**config.mk**
```make
export PLATFORM = sky130hd
export DESIGN_NAME = addsub_seq_n
export DESIGN_NICKNAME = d
export VERILOG_FILES = /design/src/rtl/addsub_seq_n.sv
export SDC_FILE = /design/constraint.sdc
export NUM_CORES = 1
export LEC_CHECK = 0
export CORE_MARGIN = 3
export CORE_UTILIZATION = 50
export CTS_BUF_LIST = sky130_fd_sc_hd__clkbuf_4
export CTS_CLUSTER_DIAMETER = 120
export DETAILED_ROUTE_END_ITERATION = 12
export PLACE_DENSITY = 0.76
export SYNTH_ARGS = -nofsm -noshare
export SYNTH_HDL_FRONTEND = slang
export SYNTH_SLANG_ARGS = --single-unit
```
**constraint.sdc**
```tcl
create_clock -name clk_i -period 4.9 [get_ports clk_i]
set_input_delay 0.98 -clock clk_i [delete_from_list [all_inputs] [get_ports clk_i]]
set_output_delay 0.98 -clock clk_i [all_outputs]
set_load 0.1 [all_outputs]
```
**src/rtl/addsub_seq_n.sv**
```systemverilog
// rtl/addsub_seq_n.sv - chunk-serial N-bit adder/subtractor with overflow and zero flags
//
// Adds or subtracts two N-bit operands K bits per clock, least significant
// chunk first, carrying between chunks through a register.
//
// Ports:
//   clk_i    - clock, all state changes on the rising edge
//   rst_i    - synchronous active-high reset
//   start_i  - operation request, taken only while ready_o=1
//   sub_i    - 1: data0_i - data1_i, 0: data0_i + data1_i
//   sign_i   - 1: signed overflow, 0: unsigned carry/borrow
//   data0_i  - operand A
//   data1_i  - operand B
//   ready_o  - block can accept start_i this cycle
//   done_o   - one-cycle pulse, a new result is on data_o/over_o/zero_o
//   data_o   - result modulo 2^N
//   over_o   - overflow (signed) or carry/borrow (unsigned)
//   zero_o   - data_o equals 0

module addsub_seq_n #(
  parameter int N = 8,
  parameter int K = 4
) (
  input  logic         clk_i,
  input  logic         rst_i,
  input  logic         start_i,
  input  logic         sub_i,
  input  logic         sign_i,
  input  logic [N-1:0] data0_i,
  input  logic [N-1:0] data1_i,
  output logic         ready_o,
  output logic         done_o,
  output logic [N-1:0] data_o,
  output logic         over_o,
  output logic         zero_o
);

  localparam int CHUNKS = N / K;
  localparam int CW     = (CHUNKS > 1) ? $clog2(CHUNKS) : 1;
  localparam logic [CW-1:0] LAST = CW'(CHUNKS - 1);

  typedef enum logic [1:0] {
    IDLE = 2'd0,
    CALC = 2'd1,
    DONE = 2'd2
  } state_e;

  state_e        state_q, state_d;
  logic [CW-1:0] cnt_q, cnt_d;
  logic          carry_q, carry_d;
  logic [N-1:0]  a_q, a_d;
  logic [N-1:0]  b_q, b_d;
  logic [N-1:0]  res_q, res_d;
  logic          sub_q, sub_d;
  logic          sign_q, sign_d;
  logic [N-1:0]  data_q, data_d;
  logic          over_q, over_d;
  logic          zero_q, zero_d;

  logic [K-1:0]  chunk_a;
  logic [K-1:0]  chunk_b;
  logic [K-1:0]  chunk_s;
  logic [K:0]    chunk_sum;
  logic          msb_cin;
  logic          msb_cout;
  logic          over_calc;
  logic [N-1:0]  res_full;

  // One chunk of the ripple add. b_q already holds ~B when subtracting and
  // carry_q starts at 1, so subtraction is A + ~B + 1.
  always_comb begin
    chunk_a   = a_q[cnt_q*K +: K];
    chunk_b   = b_q[cnt_q*K +: K];
    chunk_sum = {1'b0, chunk_a} + {1'b0, chunk_b} + {{K{1'b0}}, carry_q};
    chunk_s   = chunk_sum[K-1:0];
    msb_cout  = chunk_sum[K];
    // Carry into the top bit of a chunk recovered from that bit's sum:
    // s = a ^ b ^ cin  =>  cin = a ^ b ^ s. Only meaningful on the last chunk.
    msb_cin   = chunk_a[K-1] ^ chunk_b[K-1] ^ chunk_s[K-1];
    if (sign_q) begin
      over_calc = msb_cin ^ msb_cout;
    end else if (sub_q) begin
      over_calc = ~msb_cout;
    end else begin
      over_calc = msb_cout;
    end
    res_full                 = res_q;
    res_full[cnt_q*K +: K]   = chunk_s;
  end

  always_comb begin
    state_d = state_q;
    cnt_d   = cnt_q;
    carry_d = carry_q;
    a_d     = a_q;
    b_d     = b_q;
    res_d   = res_q;
    sub_d   = sub_q;
    sign_d  = sign_q;
    data_d  = data_q;
    over_d  = over_q;
    zero_d  = zero_q;

    case (state_q)
      IDLE, DONE: begin
        if (start_i) begin
          state_d = CALC;
          cnt_d   = '0;
          carry_d = sub_i;
          a_d     = data0_i;
          b_d     = sub_i ? ~data1_i : data1_i;
          res_d   = '0;
          sub_d   = sub_i;
          sign_d  = sign_i;
        end else begin
          state_d = IDLE;
        end
      end
      CALC: begin
        // Partial sums stay in res_q; data_o only moves on the final chunk.
        res_d   = res_full;
        carry_d = msb_cout;
        if (cnt_q == LAST) begin
          state_d = DONE;
          cnt_d   = '0;
          carry_d = 1'b0;
          data_d  = res_full;
          over_d  = over_calc;
          zero_d  = (res_full == '0);
        end else begin
          cnt_d = cnt_q + 1'b1;
        end
      end
      default: begin
        state_d = IDLE;
      end
    endcase
  end

  always_ff @(posedge clk_i) begin
    if (rst_i) begin
      state_q <= IDLE;
      cnt_q   <= '0;
      carry_q <= 1'b0;
      a_q     <= '0;
      b_q     <= '0;
      res_q   <= '0;
      sub_q   <= 1'b0;
      sign_q  <= 1'b0;
      data_q  <= '0;
      over_q  <= 1'b0;
      zero_q  <= 1'b0;
    end else begin
      state_q <= state_d;
      cnt_q   <= cnt_d;
      carry_q <= carry_d;
      a_q     <= a_d;
      b_q     <= b_d;
      res_q   <= res_d;
      sub_q   <= sub_d;
      sign_q  <= sign_d;
      data_q  <= data_d;
      over_q  <= over_d;
      zero_q  <= zero_d;
    end
  end

  assign ready_o = (state_q != CALC);
  assign done_o  = (state_q == DONE);
  assign data_o  = data_q;
  assign over_o  = over_q;
  assign zero_o  = zero_q;

endmodule

```
==> impl_metrics.csv <==
group,metric,value,unit
placed_design,port_buffers,32,
drt,post_drt_wl_per_cell,13.5,µm
grt,grt_pass1_vias,1449,
critical_path,cp.required,3920,ps
synth,synthAdderAreaFrac,4.48,%
finish,syn_to_final_growth,21.6,%
clock_tree,cts.sinks,38,
floorplanning,ioPinCount,33,
pwr,p_int,0.447,mW
grt,grt_max_degree,42,
pwr,pwr-share-seq,53.6,%
floorplanning,core.rowCount,20,
synth,yosysMostFrequentCell,"dfxtp_1",
synth,syn_nets,226,
finish,drive_above_1_share,7.49,%
job,drv_cap,0,
timing,finalCritPeriodShare,63.5,%
clock_tree,clk_pin_slew,110,ps
pwr,p_leak,0.759,nW
timing,rsz0062_at_grt,"no",
drt,first_iter_violations,65,
timing,max_freq,321,MHz
timing,setup_viol,0,
drt,drt-total-wl,3650,µm
synth,yosys-top-cells-count,"dfxtp_1 (38), nand2_1 (33), a21oi_1 (24), nor2_1 (20), xnor2_1 (10)",
synth,syn_area,1730,µm²
placed_design,dp_slack,2170,ps
grt,overflow,0,
clock_tree,clk_latency,340,ps
timing,fin_ws,1790,ps
timing,hold_viol,0,
floorplanning,initial_utilization,54.5,%
synth,seq_area_frac_synth,43.9,%
finish,antennaDiodeCount,0,
timing,tns,0,ps
critical_path,slowest_delay,1170,ps
pwr,peakVddDrop,0.175,mV
synth,yosysWarnings,0,
hold_path,min_path_type,"reg -> reg",
clock_tree,postCtsHoldBufs,0,
clock_tree,cts_tree,"yes",
outcome,status,"completed",
drt,ant_nets,0,
clock_tree,numCtsBuffers,5,
finish,fin_util,66.3,%
clock_tree,cts_setup_buffers,0,
finish,nNetsFinal,253,
synth,synth_edf_count,0,
placed_design,place_inst,264,
grt,antenna_found_initial,0,
floorplanning,die_h,64.9,µm
grt,grt_usage,19.5,%
pwr,switchingPower,0.187,mW
synth,ys_types,33,
clock_tree,cts_max_level,2,
floorplanning,core-area,3180,µm²
drt,via_count,1437,
critical_path,slowest_stage,"clkdlybuf4s50_1",
placed_design,placed_area,2050,µm²
critical_path,worstSetupEndpointType,"output port",
clock_tree,cts_resized,0,
pwr,finalPower,0.634,mW
clock_tree,clock_path_buffers,2,
drt,via_per_inst,5.30,
synth,synth_area_leaders,"dfxtp_1 (44%), nand2_1 (7.1%), a21oi_1 (6.9%), xnor2_1 (5.1%), nor2_1 (4.3%)",
synth,synthArstFlopShare,0,%
floorplanning,dieArea,4210,µm²
critical_path,worst-path-buf-inv,1,
finish,postLayoutCellArea,2110,µm²
synth,synth-seq-cells,38,
timing,tightest_slew,988,ps
synth,synth-compound-area-share,15.7,%
timing,drv_slew,0,
placed_design,gp_congestion,0.872,
synth,synthMuxAreaShare,6.06,%
pwr,p_sw_share,29.5,%
timing,holdWs,464,ps
pwr,power_density,301,nW/µm²
clock_tree,cts_root_buffer,"clkbuf_4",
pwr,comb_power_share,21.1,%
placed_design,dp_hpwl,2630,µm
synth,synth-simple-area-share,20.0,%
synth,synth-main-ff-cell,"dfxtp_1",
drt,first_pass_iters,4,
timing,finalCriticalPeriod,3110,ps
synth,synth_top_family_by_area,"simple AND/OR/NAND/NOR gates",
floorplanning,die_x,64.9,µm
critical_path,critPathLaunchType,"register",
synth,syn_avg_cell_area,8.66,µm²
finish,final_cells,271,
drt,drcViolationCount,0,
pwr,p_clk_share,25.3,%
synth,synth_top_area_share,43.9,%
critical_path,cp_max_fo,5,
critical_path,crit_chain,"nand2b_1 > clkdlybuf4s50_1",
timing,max_slew_margin,33.9,%
grt,grt_first_pass_wirelength,6290,µm
synth,yosysTopAreaCell,"dfxtp_1",
synth,synthCells,200,
critical_path,cpLargestDelayFamily,"buffers and inverters",
timing,fin_skew,13.7,ps
critical_path,critical_path_class,"reg -> out",
synth,synth-xor-area-share,5.05,%
critical_path,cp.arrival,2130,ps
-- placed cells by master (no fill, tap or decap), types with 4 or more instances in the layout --
cell,instances
nor2_1,20
nand2_1,33
nand3_1,5
mux2i_1,6
clkbuf_4,7
inv_1,4
clkdlybuf4s50_1,32
a211oi_1,8
dfxtp_1,38
a21oi_1,24
mux2_2,4
xnor2_1,10
-- registers in the layout (all words and copies together), names as in the netlist --
name / cells
a_q: 8
b_q: 8
cnt_q: 1
state_q: 2
over_o: 1
sub_q: 1
res_q: 6
zero_o: 1
carry_q: 1
data_o: 8
sign_q: 1
-- cell families (layout without fill, tap and decap cells) --
| family | Yosys count | count (layout) |
|---|---|---|
| and+or+nand+nor | 75 | 75 |
| DFF | 38 | 38 |
| muxes | 10 | 10 |
| xor gates and xnor gates | 10 | 10 |
| AOI/OAI and AO/OA | 44 | 44 |
| adders and majority gates | 5 | 5 |
| buffers and inverters | 18 | 45 |
-- power by group through the flow --
stage | clock [mW] | combinational [mW] | sequential [mW]
detailed placement | 0 | 0.133 | 0.347
CTS | 0.162 | 0.134 | 0.340
global route | 0.178 | 0.148 | 0.342
floorplan | 0 | 0.0923 | 0.350
global placement | 0 | 0.129 | 0.346
finish | 0.161 | 0.134 | 0.340
-- worst register-to-register path, delay by kind of cell, from the launching register on --
kind,cells,cell delay (ps)
AO/OA/AOI/OAI,2,520
adder cells (fa/ha/maj),2,880
flip-flops,1,700
multiplexers,1,190
AND/OR/NAND/NOR,2,280
-- metal layers --
| metal | wire length [µm] | GRT usage (%) | up-vias |
|---|---|---|---|
| li1 | - | - | 738 |
| met1 | 1620 | 23.2 | 653 |
| met2 | 1750 | 32.6 | 40 |
| met3 | 212 | 4.51 | 6 |
| met4 | 67 | 10.0 | 0 |
| met5 | 0 | 0 | - |
-- layout make-up --
type	instances	area (µm²)
multi-input combinational	144	888
fill	288	1070
sequential	38	761
clock buffer	7	52.6
inverter	4	15.0
timing repair buffer	34	335
tap	44	55.1
-- path summary, 6_finish.rpt --
path              depth (start not counted)               startpoint                endpoint  slack, ps
setup reg to reg                          7       cnt_q$_SDFFE_PP0P_     over_o$_SDFFE_PP0P_       2230
hold / removal                            2   data_o[1]$_SDFFE_PP0P_  data_o[1]$_SDFFE_PP0P_        460
setup / recovery                          2  state_q[1]$_SDFFE_PP0N_                 ready_o       1790
hold reg to reg                           2   data_o[1]$_SDFFE_PP0P_  data_o[1]$_SDFFE_PP0P_        460
Power figures use the tool's default switching activity.
